--- config.mk ---
export PLATFORM = sky130hd
export DESIGN_NAME = ddr_port_arbiter
export DESIGN_NICKNAME = d
export VERILOG_FILES = /design/src/rtl/ddr_arb_pkg.sv /design/src/rtl/ddr_arb_pick.sv /design/src/rtl/ddr_port_arbiter.sv
export SDC_FILE = /design/constraint.sdc
export NUM_CORES = 1
export LEC_CHECK = 0
export CORE_AREA = 2 2 416 418
export CTS_CLUSTER_DIAMETER = 50
export CTS_CLUSTER_SIZE = 10
export DETAILED_ROUTE_END_ITERATION = 8
export DIE_AREA = 0 0 418 420
export PLACE_DENSITY = 0.3
export SETUP_SLACK_MARGIN = 0.02
export SLEW_MARGIN = 20
export SYNTH_ARGS = -nofsm -noshare
export SYNTH_HDL_FRONTEND = slang
export SYNTH_SLANG_ARGS = --single-unit
--- constraint.sdc ---
create_clock -name mem_clk -period 5.8 [get_ports mem_clk]
set_clock_uncertainty 0.2 [all_clocks]
set_input_delay 1.45 -clock mem_clk [delete_from_list [all_inputs] [get_ports mem_clk]]
set_output_delay 1.45 -clock mem_clk [all_outputs]
set_load 0.01 [all_outputs]
--- src/rtl/ddr_arb_pkg.sv ---
// rtl/ddr_arb_pkg.sv - shared state encoding and constants for the DDR port arbiter
package ddr_arb_pkg;

  localparam int NUM_MASTERS = 2;

  localparam logic [2:0] IDLE  = 3'd0;
  localparam logic [2:0] ADDR  = 3'd1;
  localparam logic [2:0] WDATA = 3'd2;
  localparam logic [2:0] BRESP = 3'd3;
  localparam logic [2:0] RDATA = 3'd4;

  localparam logic ATYPE_WRITE = 1'b1;

  typedef enum logic [2:0] {
    ST_IDLE  = IDLE,
    ST_ADDR  = ADDR,
    ST_WDATA = WDATA,
    ST_BRESP = BRESP,
    ST_RDATA = RDATA
  } arb_state_e;

endpackage

--- src/rtl/ddr_arb_pick.sv ---
// rtl/ddr_arb_pick.sv - two-way request picker; DDR_ARB_FIXED_PRIO_EN selects fixed priority
module ddr_arb_pick
  import ddr_arb_pkg::*;
(
  input  logic [NUM_MASTERS-1:0] req,
  input  logic                   rr_last,
  output logic                   gnt_valid,
  output logic                   gnt_idx
);

`ifdef DDR_ARB_FIXED_PRIO_EN
  logic unused_rr_last;
  assign unused_rr_last = rr_last;
`endif

  always_comb begin
    gnt_valid = |req;
    gnt_idx   = 1'b0;
    if (req == 2'b11) begin
`ifdef DDR_ARB_FIXED_PRIO_EN
      gnt_idx = 1'b0;
`else
      // On a conflict the master not served last wins.
      gnt_idx = ~rr_last;
`endif
    end else begin
      gnt_idx = req[1];
    end
  end

endmodule

--- src/rtl/ddr_port_arbiter.sv ---
// rtl/ddr_port_arbiter.sv - shares one DDR command/W/R/B port between two masters, one burst at a time
// DDR_ARB_FIXED_PRIO_EN: master 0 always wins conflicts instead of round-robin
module ddr_port_arbiter
  import ddr_arb_pkg::*;
#(
  parameter int DW = 128
) (
  input  logic            mem_clk,
  input  logic            resetn,

  input  logic [7:0]      s0_aid,
  input  logic [31:0]     s0_aaddr,
  input  logic [7:0]      s0_alen,
  input  logic [2:0]      s0_asize,
  input  logic [1:0]      s0_aburst,
  input  logic [1:0]      s0_alock,
  input  logic            s0_atype,
  input  logic            s0_avalid,
  output logic            s0_aready,
  input  logic [DW-1:0]   s0_wdata,
  input  logic [DW/8-1:0] s0_wstrb,
  input  logic            s0_wlast,
  input  logic            s0_wvalid,
  output logic            s0_wready,
  output logic [7:0]      s0_rid,
  output logic [DW-1:0]   s0_rdata,
  output logic [1:0]      s0_rresp,
  output logic            s0_rlast,
  output logic            s0_rvalid,
  input  logic            s0_rready,
  output logic [7:0]      s0_bid,
  output logic            s0_bvalid,
  input  logic            s0_bready,

  input  logic [7:0]      s1_aid,
  input  logic [31:0]     s1_aaddr,
  input  logic [7:0]      s1_alen,
  input  logic [2:0]      s1_asize,
  input  logic [1:0]      s1_aburst,
  input  logic [1:0]      s1_alock,
  input  logic            s1_atype,
  input  logic            s1_avalid,
  output logic            s1_aready,
  input  logic [DW-1:0]   s1_wdata,
  input  logic [DW/8-1:0] s1_wstrb,
  input  logic            s1_wlast,
  input  logic            s1_wvalid,
  output logic            s1_wready,
  output logic [7:0]      s1_rid,
  output logic [DW-1:0]   s1_rdata,
  output logic [1:0]      s1_rresp,
  output logic            s1_rlast,
  output logic            s1_rvalid,
  input  logic            s1_rready,
  output logic [7:0]      s1_bid,
  output logic            s1_bvalid,
  input  logic            s1_bready,

  output logic [7:0]      m_aid,
  output logic [31:0]     m_aaddr,
  output logic [7:0]      m_alen,
  output logic [2:0]      m_asize,
  output logic [1:0]      m_aburst,
  output logic [1:0]      m_alock,
  output logic            m_atype,
  output logic            m_avalid,
  input  logic            m_aready,
  output logic [DW-1:0]   m_wdata,
  output logic [DW/8-1:0] m_wstrb,
  output logic            m_wlast,
  output logic            m_wvalid,
  input  logic            m_wready,
  input  logic [7:0]      m_rid,
  input  logic [DW-1:0]   m_rdata,
  input  logic [1:0]      m_rresp,
  input  logic            m_rlast,
  input  logic            m_rvalid,
  output logic            m_rready,
  input  logic [7:0]      m_bid,
  input  logic            m_bvalid,
  output logic            m_bready
);

  arb_state_e state_q, state_d;
  logic       grant_q, grant_d;
  logic       rr_last_q, rr_last_d;
  logic [7:0] beat_cnt_q, beat_cnt_d;

  logic gnt_valid, gnt_idx;
  logic [NUM_MASTERS-1:0] aready_v, wready_v, rvalid_v, rlast_v, bvalid_v;
  logic [7:0]    rid_b, bid_b;
  logic [DW-1:0] rdata_b;
  logic [1:0]    rresp_b;

  ddr_arb_pick u_pick (
    .req       ({s1_avalid, s0_avalid}),
    .rr_last   (rr_last_q),
    .gnt_valid (gnt_valid),
    .gnt_idx   (gnt_idx)
  );

  // Channel signals of the currently granted master.
  logic [7:0]      g_aid, g_alen;
  logic [31:0]     g_aaddr;
  logic [2:0]      g_asize;
  logic [1:0]      g_aburst, g_alock;
  logic            g_atype, g_wlast, g_wvalid, g_rready, g_bready;
  logic [DW-1:0]   g_wdata;
  logic [DW/8-1:0] g_wstrb;

  assign g_aid    = grant_q ? s1_aid    : s0_aid;
  assign g_aaddr  = grant_q ? s1_aaddr  : s0_aaddr;
  assign g_alen   = grant_q ? s1_alen   : s0_alen;
  assign g_asize  = grant_q ? s1_asize  : s0_asize;
  assign g_aburst = grant_q ? s1_aburst : s0_aburst;
  assign g_alock  = grant_q ? s1_alock  : s0_alock;
  assign g_atype  = grant_q ? s1_atype  : s0_atype;
  assign g_wdata  = grant_q ? s1_wdata  : s0_wdata;
  assign g_wstrb  = grant_q ? s1_wstrb  : s0_wstrb;
  assign g_wlast  = grant_q ? s1_wlast  : s0_wlast;
  assign g_wvalid = grant_q ? s1_wvalid : s0_wvalid;
  assign g_rready = grant_q ? s1_rready : s0_rready;
  assign g_bready = grant_q ? s1_bready : s0_bready;

  always_ff @(posedge mem_clk or negedge resetn) begin
    if (!resetn) begin
      state_q    <= ST_IDLE;
      grant_q    <= 1'b0;
      rr_last_q  <= 1'b1;
      beat_cnt_q <= 8'd0;
    end else begin
      state_q    <= state_d;
      grant_q    <= grant_d;
      rr_last_q  <= rr_last_d;
      beat_cnt_q <= beat_cnt_d;
    end
  end

  always_comb begin
    state_d    = state_q;
    grant_d    = grant_q;
    rr_last_d  = rr_last_q;
    beat_cnt_d = beat_cnt_q;
    m_aid      = '0;
    m_aaddr    = '0;
    m_alen     = '0;
    m_asize    = '0;
    m_aburst   = '0;
    m_alock    = '0;
    m_atype    = 1'b0;
    m_avalid   = 1'b0;
    m_wdata    = '0;
    m_wstrb    = '0;
    m_wlast    = 1'b0;
    m_wvalid   = 1'b0;
    m_rready   = 1'b0;
    m_bready   = 1'b0;
    aready_v   = '0;
    wready_v   = '0;
    rvalid_v   = '0;
    rlast_v    = '0;
    bvalid_v   = '0;
    rid_b      = '0;
    rdata_b    = '0;
    rresp_b    = '0;
    bid_b      = '0;
    case (state_q)
      ST_IDLE: begin
        if (gnt_valid) begin
          grant_d    = gnt_idx;
          beat_cnt_d = gnt_idx ? s1_alen : s0_alen;
          state_d    = ST_ADDR;
        end
      end
      ST_ADDR: begin
        m_aid              = g_aid;
        m_aaddr            = g_aaddr;
        m_alen             = g_alen;
        m_asize            = g_asize;
        m_aburst           = g_aburst;
        m_alock            = g_alock;
        m_atype            = g_atype;
        m_avalid           = 1'b1;
        aready_v[grant_q]  = m_aready;
        if (m_aready) begin
          state_d = (g_atype == ATYPE_WRITE) ? ST_WDATA : ST_RDATA;
        end
      end
      ST_WDATA: begin
        m_wdata            = g_wdata;
        m_wstrb            = g_wstrb;
        m_wlast            = g_wlast;
        m_wvalid           = g_wvalid;
        wready_v[grant_q]  = m_wready;
        // Burst length comes from beat_cnt alone; wlast is only forwarded.
        if (g_wvalid && m_wready) begin
          if (beat_cnt_q == 8'd0) state_d = ST_BRESP;
          else beat_cnt_d = beat_cnt_q - 8'd1;
        end
      end
      ST_BRESP: begin
        m_bready           = g_bready;
        bvalid_v[grant_q]  = m_bvalid;
        bid_b              = m_bid;
        if (m_bvalid && g_bready) begin
          state_d = ST_IDLE;
`ifndef DDR_ARB_FIXED_PRIO_EN
          rr_last_d = grant_q;
`endif
        end
      end
      ST_RDATA: begin
        m_rready           = g_rready;
        rvalid_v[grant_q]  = m_rvalid;
        rlast_v[grant_q]   = m_rlast;
        rid_b              = m_rid;
        rdata_b            = m_rdata;
        rresp_b            = m_rresp;
        if (m_rvalid && g_rready) begin
          if (beat_cnt_q == 8'd0) begin
            state_d = ST_IDLE;
`ifndef DDR_ARB_FIXED_PRIO_EN
            rr_last_d = grant_q;
`endif
          end else begin
            beat_cnt_d = beat_cnt_q - 8'd1;
          end
        end
      end
      default: state_d = ST_IDLE;
    endcase
  end

  assign s0_aready = aready_v[0];
  assign s1_aready = aready_v[1];
  assign s0_wready = wready_v[0];
  assign s1_wready = wready_v[1];
  assign s0_rvalid = rvalid_v[0];
  assign s1_rvalid = rvalid_v[1];
  assign s0_rlast  = rlast_v[0];
  assign s1_rlast  = rlast_v[1];
  assign s0_bvalid = bvalid_v[0];
  assign s1_bvalid = bvalid_v[1];
  assign s0_rid    = rid_b;
  assign s1_rid    = rid_b;
  assign s0_rdata  = rdata_b;
  assign s1_rdata  = rdata_b;
  assign s0_rresp  = rresp_b;
  assign s1_rresp  = rresp_b;
  assign s0_bid    = bid_b;
  assign s1_bid    = bid_b;

endmodule

### After elaboration in Yosys (flattened, before gate mapping)

Cells that the tools add are included.

| operators by class | value |
|---|---|
| bitwise gates (word level) | 6 |
| $add $sub $neg | 1 |
| equal/unequal tests | 12 |
| magnitude comparators | 2 |
| reduce and logical (&&, ||, !) cells | 13 |
| muxes and demuxes | 58 |

Operators by type and width:

| cell | count |
|---|---|
| $mux W128 | 3 |
| $mux W8 | 11 |
| $mux W32 | 2 |
| $mux W16 | 2 |
| $mux W3 | 10 |
| $pmux W8 S3 | 1 |
| $mux W2 | 10 |
| $mux W1 | 16 |
| $pmux W3 S5 | 1 |
| $ne A2 B2 Y1 const B | 7 |
| $and A2 B2 Y2 | 5 |
| $logic_not A8 Y1 | 1 |
| $reduce_and A4 Y1 | 2 |
| $sub A8 B1 Y8 const B | 1 |
| $reduce_and A7 Y1 | 1 |
| $eq A3 B2 Y1 const B | 2 |
| $logic_and A1 B1 Y1 | 4 |
| $eq A3 B1 Y1 const B | 1 |
| $eq A3 B3 Y1 const B | 1 |
| $logic_not A3 Y1 | 1 |
| $reduce_bool A3 Y1 | 1 |
| $eq A2 B2 Y1 const B | 1 |
| $lt A1 B2 Y1 const B | 1 |
| $pmux W1 S2 | 1 |
| 6 further kinds | 6 |

| word-level totals | value |
|---|---|
| logic and storage cells | 96 |
| register bits | 13 |
| output and inout port bits | 507 |
| input port bits | 563 |

### Longest topological paths before layout

Gate-level depths: netlist of run 1.

| depth | value |
|---|---|
| word-level depth | 6 |
| depth in mapped cells | 8 |
| mapped depth without buffers | 7 |

### Hierarchy

From an unflattened synthesis of run 1, not the netlist that was laid out.

| second synthesis, totals | value |
|---|---|
| cell total of the unflattened synthesis | 893 |
| area total of the unflattened synthesis | 6120.9 µm² |

By module, submodules not included:

| module | area an instance (µm²) | cells each | sequential area each (µm²) | times used |
|---|---|---|---|---|
| ddr_port_arbiter | 6107.1 | 891 | 326.6 | 1 |
| ddr_arb_pick | 13.8 | 2 | 0.0 | 1 |

### Worst setup path before layout of run 1

OpenSTA, ideal clock, no wires.

| timing path | value |
|---|---|
| path type | input to output |
| start point | input m_bvalid |
| end point | output s0_bvalid |
| slack | 2.263 ns |
| stages | 2 |
| required time | 4.150 ns |
| arrival time | 1.887 ns |
| path buffers | 0 |
| cell sequence | inv_1 > nor4_1 |

| on the way | value |
|---|---|
| cells in the longest elaborated chain, start to end | 2 |

RTL lines:

| item | line | source |
|---|---|---|
| start: declaration | ddr_port_arbiter.sv:80 | `input logic m_bvalid,` |
| $and A2 B2 Y2 (no line) | -- |  |
| $mux W2 | ddr_port_arbiter.sv:167 | `case (state_q)` |
| end: declaration | ddr_port_arbiter.sv:32 | `output logic s0_bvalid,` |

No other way between the ends.

### Final worst setup path of run 1

| timing path | value |
|---|---|
| start point | input m_rdata[93] |
| end point | output s1_rdata[93] |

| on the way | value |
|---|---|
| cells in the longest elaborated chain, start to end | 1 |

RTL lines:

| item | line | source |
|---|---|---|
| start: declaration | ddr_port_arbiter.sv:74 | `input logic [DW-1:0] m_rdata,` |
| $mux W128 | ddr_port_arbiter.sv:167 |  |
| end: declaration | ddr_port_arbiter.sv:50 | `output logic [DW-1:0] s1_rdata,` |

No other way between the ends.

==> results of run 1 <==
[flip-flops by register name, indices dropped and copies added (netlist names)]
| name | cells |
|---|---|
| state_q | 3 |
| beat_cnt_q | 8 |
| grant_q | 1 |
| rr_last_q | 1 |
[cell families (layout without fill, tap and decap cells)]
family,count (synthesis),in the layout,share of synthesized area (%)
flops,13,13,5.29
simple gates,407,407,32.8
other cells,0,18,0
compound gates,43,43,5.13
mux,208,208,33.9
fa+ha+maj,2,2,0.405
buf+inv,223,1101,22.6
[path summary, 6_finish.rpt]
check	start	endpoint	cells past startpoint
max	m_rdata[93]	s1_rdata[93]	3
min	beat_cnt_q[6]	beat_cnt_q[6]	1
max reg2reg	grant_q	beat_cnt_q[3]	6
min reg2reg	beat_cnt_q[6]	beat_cnt_q[6]	1
max in group asynchronous	resetn	grant_q	1
min in group asynchronous	resetn	grant_q	1
[Yosys cell counts, types with 2 or more instances]
cell type                  instances
sky130_fd_sc_hd__a211oi_1          7
sky130_fd_sc_hd__a21boi_0          2
sky130_fd_sc_hd__a21oi_1           8
sky130_fd_sc_hd__a31oi_1           3
sky130_fd_sc_hd__a41oi_1           2
sky130_fd_sc_hd__and2_1          146
sky130_fd_sc_hd__and3_1            4
sky130_fd_sc_hd__and3b_1           2
sky130_fd_sc_hd__buf_1             6
sky130_fd_sc_hd__buf_4           147
sky130_fd_sc_hd__clkbuf_1         61
sky130_fd_sc_hd__clkbuf_2          2
sky130_fd_sc_hd__dfrtp_1          12
sky130_fd_sc_hd__ha_1              2
sky130_fd_sc_hd__inv_1             6
sky130_fd_sc_hd__mux2_2            3
sky130_fd_sc_hd__mux2i_1         204
sky130_fd_sc_hd__nand2_1          13
sky130_fd_sc_hd__nand2b_1          3
sky130_fd_sc_hd__nor2_1          213
sky130_fd_sc_hd__nor2b_1           6
sky130_fd_sc_hd__nor3_1            4
sky130_fd_sc_hd__nor3b_1           3
sky130_fd_sc_hd__o21ai_0           7
sky130_fd_sc_hd__o22a_1            6
sky130_fd_sc_hd__or2_2             2
sky130_fd_sc_hd__or3_1             2
sky130_fd_sc_hd__or3b_2            3
[power groups by stage]
| stage | Clock [mW] | Combinational, mW | Sequential, mW |
|---|---|---|---|
| finish | 0.135 | 4.65 | 0.281 |
| global route | 0.144 | 4.95 | 0.294 |
| CTS | 0.139 | 4.82 | 0.285 |
| detailed placement | 0 | 4.80 | 0.286 |
| global placement | 0 | 4.83 | 0.288 |
| floorplan | 0 | 2.30 | 0.178 |
[metal layers]
layer / GRT usage, % / routed length, um / share of wire, % / vias up
li1: - / - / - / 4582
met1: 8.45 / 27200 / 28 / 4505
met2: 23.0 / 59600 / 60 / 531
met3: 4.12 / 9250 / 9.4 / 176
met4: 1.86 / 2120 / 2.1 / 84
met5: 0 / 529 / 0.54 / -
[stage by stage]
step	hold WS, ns	setup slack [ns]
after floorplan	0.303	2.26
after detailed placement	0.336	0.964
after global routing	0.375	1.01
after CTS	0.347	0.945
final	0.338	1.05
after global placement	0.334	0.958
[worst max-delay path: cells and delay by family]
family                 cells  cell delay, ns
AND/OR/NAND/NOR            1            0.19
buffers and inverters      2            1.44
[area by class of cell]
class | instances | area [um2]
inverters | 6 | 22.5
flip-flops and latches | 13 | 330
multi-input cells | 660 | 4470
clock buffers | 4 | 78.8
repair buffers | 1091 | 10900
well taps | 2233 | 2790
diodes | 18 | 45.0
fillers | 19800 | 152000
==> impl_results.md, run 1 <==
* Placed wire-length estimate after detailed placement at approximately 90 mm
* Resize count post-CTS at 0
* Summed negative setup slack over all endpoints at 0 ns
* Die Wd at 418 um
* Post-layout power at 5.07 mW
* Non-filler cells in the finished layout at 4025
* Number of nets in the layout at 2340
* Starting DRC count in detailed routing at 414
* Net switching fraction of the power at 49.3%
* Post-route fraction of the period consumed by the critical path at 81.9%
* Worst R2R Setup Slack at ~2.7 ns
* Ordered cell list for the critical path: clkdlybuf4s50_1, and2_1, clkdlybuf4s50_1
* Effective utilization at floorplan at 3.61%
* Post-placement cell count at 4003
* Slew at the pin closest to its max-slew limit at 0.753 ns
* H-tree Lvls at 1
* Root buffer cell: sky130_fd_sc_hd__clkbuf_16
* TritonCTS clock tree: done
* Share of power burned in combinational logic at between 90% and 100%
* Global-route total usage across every layer at around a tenth
* Final non-filler cell area at 0.0187 mm2
* Synth async-reset ratio at between 90% and 100%
* Sequential share of power at 5.5%
* Min-delay worst type: reg -> reg
* Cell accounting for the most synthesized area: sky130_fd_sc_hd__mux2i_1
* Global placer's final weighted congestion at about 0.85
* Top cell by count, worst path: sky130_fd_sc_hd__clkdlybuf4s50_1
* Largest net degree at the start of global routing at 67
* Hold Vio Cnt, Final at 0
* Startpoint-to-endpoint class of the critical path: in -> out
* Mean instance size in the synthesized netlist at 6.89 um2
* Total number of vias at 9878
* Number of cells produced by synthesis at 896
* ANT nets after route at 0
* Worst-path maximum fanout at 2
* RSZ-0062 raised after global routing: false
* Die Outline Area at 0.176 mm2
* Most frequent cells in the layout: sky130_fd_sc_hd__clkdlybuf4s50_1, sky130_fd_sc_hd__nor2_1, sky130_fd_sc_hd__mux2i_1
* Final Core Density at 10.9%
* Final setup fails at 0
* Pwr dens at 271 mW/mm2
* Skew-Pair Late Insertion Delay at between 0.2 and 0.25 ns
* Post-Route WL at 98.7 mm
* Global-route wire length before repair at 117 mm
* Type of element capturing the critical path: output pin
* Sink Count at 13
* # IOs at 1070
* Final worst path period need at 4.75 ns
* Dominant cells by area after synthesis: sky130_fd_sc_hd__mux2i_1, sky130_fd_sc_hd__buf_4, sky130_fd_sc_hd__and2_1
* Worst endpoint required time at 4.15 ns
* Number of I/O port buffers at between 1k and 1.5k
* Vias per cell at 2.45
* Internal power at 2.57 mW
* Proportion of synthesized chip area in sequential cells at about 5.3%
* Clk network pwr share at 2.7%
* Total CTS buffers at 3
* Clock buffer depth at 2
* Yosys warning total at 0
* Data arrival time of the worst path at 3.10 ns
* Proportion of layout cells with a drive suffix above 1 at 2.48%
* DR WL/cell at around 25 um
* Number of enable flip-flop cells after synthesis at 0
* Synthesis-to-finish area growth at 202%
* Post-CTS Hold Fix Bufs at 0
* Synthesized netlist net count at 1461
* Number of antenna violations at the first check in global routing at 99
* Synth Register Bits at 13
* Worst path slowest cell: sky130_fd_sc_hd__clkdlybuf4s50_1
* Maximum Capacitance Violations at 0
* Leading cell type in the layout, fill and taps excluded: sky130_fd_sc_hd__clkdlybuf4s50_1
* Total cell area at the placement stage at 0.0185 mm2
* Slew HR at about 50%
* P_leak at 6.55 nW
* Max Clk Rate at 0.210 GHz
* Yosys cell types at 45
* Main flop type after synthesis: sky130_fd_sc_hd__dfrtp_1
* VDD IR-drop max at 176 uV
* Number of global-route vias before repair at between 9k and 10k
* Total standard cell area after synthesis at about 0.0062 mm2
* Final max-slew violation count at 0
* Vertical die dimension at 420 um
* Standard cell core area at about 0.17 mm2
* Global route total overflow at 0
* Delay of the slowest cell on the worst path at a little under 0.9 ns
* Outcome: finished clean
* Yosys top cell area share at 33.1%
* Post-route DRC violation count at 0
* Number of standard-cell rows in the floorplan at ~150
* Clock slew at reported path FFs at roughly 0.050 ns
* Switching power at 2.50 mW
* Drt pass-1 iters at 6
* Element type at the critical path start: input port
* Count of buffers added by post-CTS timing repair for setup at 0
Power figures use the tool's default switching activity.
==> inputs of run 2 (changes only) <==
Settings changed: CORE_AREA 2 2 416 418 to 2 2 418 420, DIE_AREA 0 0 418 420 to 0 0 420 422.
Clock period 5.8 ns to 3.8 ns, I/O delays scaled along.
==> run 2 against run 1 <==
Sequential share of layout area is 0.10 points lower; clock power rose by 50%; core utilization is 0.53 points higher; highest routed layer unchanged.
==> impl_results.md, run 2 (synthesis results as in run 1) <==
* Count of buffers added by post-CTS timing repair for setup at 0
* Final setup fails at 0
* H-tree Lvls at 1
* Origin of the worst setup path: state_q[0]
* Skew-Pair Late Insertion Delay at about 0.24 ns
* Vertical die dimension at 422 um
* Startpoint-to-endpoint class of the critical path: reg -> out
* Proportion of layout cells with a drive suffix above 1 at 9.53%
* Clock slew at reported path FFs at approximately 0.05 ns
* Placed wire-length estimate after detailed placement at 104 mm
* Largest register FFs at 8
* Sink Count at 13
* Final-layout fill cell count at roughly 20k
* Final worst path period need at about 3.8 ns
* Root buffer cell: sky130_fd_sc_hd__clkbuf_16
* # IOs at 1070
* Resize count post-CTS at 0
* Number of standard-cell rows in the floorplan at 153
* Maximum Capacitance Violations at 0
* Standard cell core area at roughly 0.17 mm2
* Worst-path maximum fanout at 70
* TritonCTS clock tree: done
* Total CTS buffers at 3
* Slew HR at 53.8%
* Endpoint of the lowest-slack register-to-register path: beat_cnt_q[3]
* RSZ-0062 raised after global routing: false
* Max Clk Rate at approximately 0.27 GHz
* Die Wd at 420 um
* Min-delay worst type: reg -> reg
* Leading cell type in the layout, fill and taps excluded: sky130_fd_sc_hd__clkdlybuf4s50_1
* Non-filler cells in the finished layout at 4164
* Largest net degree at the start of global routing at 71
* Register ranked first by flip-flop count: beat_cnt_q
* Hold Vio Cnt, Final at 0
* Worst reg2reg path startpoint: grant_q
* Post-route fraction of the period consumed by the critical path at 98.8%
* Post-layout power at 8.44 mW
* Slew at the pin closest to its max-slew limit at 0.691 ns
* Final max-slew violation count at 0
* Pwr dens at between 400 and 500 mW/mm2
* Die Outline Area at 0.177 mm2
* Global-route wire length before repair at 132 mm
* Element type at the critical path start: register
* Final Core Density at 11.5%
* Number of global-route vias before repair at 10.4k
* DR WL/cell at 26.7 um
* Post-Route WL at 111 mm
* Vias per cell at 2.46
* Worst R2R Setup Slack at 0.97 ns
* Worst setup timing slack at the placement stage at a little under 0.1 ns
* Data arrival time of the worst path at between 2 and 3 ns
* Worst endpoint required time at 2.65 ns
* Total number of vias at 10.2k
* VDD IR-drop max at 274 uV
* Global placer's final weighted congestion at 0.898
* Final worst setup slack at approximately 0.047 ns
* P_leak at 7.18 nW
* Number of antenna violations at the first check in global routing at 114
* Area of combinational cells with multiple inputs at 0.00447 mm2
* Number of nets in the layout at 2391
* Number of I/O port buffers at 1069
* Largest regs: beat_cnt_q: 8 flops, state_q: 3 flops
* ANT nets after route at 0
* Post-CTS Hold Fix Bufs at 0
* Effective utilization at floorplan at 3.57%
* Post-route DRC violation count at 0
* Synthesis-to-finish area growth at 221%
* Outcome: finished clean
* Starting DRC count in detailed routing at 350
* Post-placement cell count at just over 4k
* Summed negative setup slack over all endpoints at 0 ns
* Depth of the worst register-to-register path at 7
* Most frequent cells in the layout: sky130_fd_sc_hd__clkdlybuf4s50_1, sky130_fd_sc_hd__nor2_1, sky130_fd_sc_hd__mux2i_1
* Type of element capturing the critical path: output pin
* Global route total overflow at 0
* Clock buffer depth at 2
* Footprint of the flip-flops and latches at ~330 um2
* Termination of the worst setup path: m_wstrb[14]
* Drt pass-1 iters at 5
* Global-route total usage across every layer at 11.9%
==> run 2: through the flow <==
step | instance area [um2] | hold WS [ns]
after detailed placement | 19700 | 0.353
after global routing | 19800 | 0.404
after floorplan | 6170 | 0.303
after global placement | 19700 | 0.328
after CTS | 19800 | 0.363
final | 19800 | 0.356
==> run 2: per-layer routing <==
metal / vias up / wire length, um / GRT usage, %
met2: 574 / 66800 / 26.0
met1: 4729 / 32500 / 10.2
met5: - / 450 / 0
li1: 4683 / - / -
met3: 182 / 9970 / 4.14
met4: 74 / 1500 / 0.893
==> run 2: critical path, cell delays in order, from the launching register on <==
cell and delay [ns]:
sky130_fd_sc_hd__dfrtp_1 0.54, sky130_fd_sc_hd__or3b_4 0.51, sky130_fd_sc_hd__buf_12 0.18, sky130_fd_sc_hd__nor2_1 0.38, sky130_fd_sc_hd__clkdlybuf4s50_1 0.61
==> run 2: worst min-delay path by stage <==
stage                  startpoint             to  slack [ns]  cells after the start
floorplan           beat_cnt_q[6]  beat_cnt_q[6]        0.30                      1
global placement    beat_cnt_q[6]  beat_cnt_q[6]        0.33                      1
detailed placement  beat_cnt_q[6]  beat_cnt_q[6]        0.35                      1
CTS                 beat_cnt_q[6]  beat_cnt_q[6]        0.36                      1
global route        beat_cnt_q[1]  beat_cnt_q[1]        0.40                      1
finish              beat_cnt_q[6]  beat_cnt_q[6]        0.36                      1
==> run 2: final cells by class <==
class	count	area share (%)
multi-input cells	660	22.6
flip-flops and latches	13	1.67
well taps	2325	14.7
diodes	14	0.177
repair buffers	1142	60.4
inverters	6	0.114
clock buffers	4	0.398
==> run 2: power breakdown <==
part           leakage (nW)  switching, mW  internal [mW]
sequential            0.151          0.167          0.218
combinational          6.99           3.85           4.00
clock                0.0382         0.0606          0.142
total                  7.18           4.08           4.35
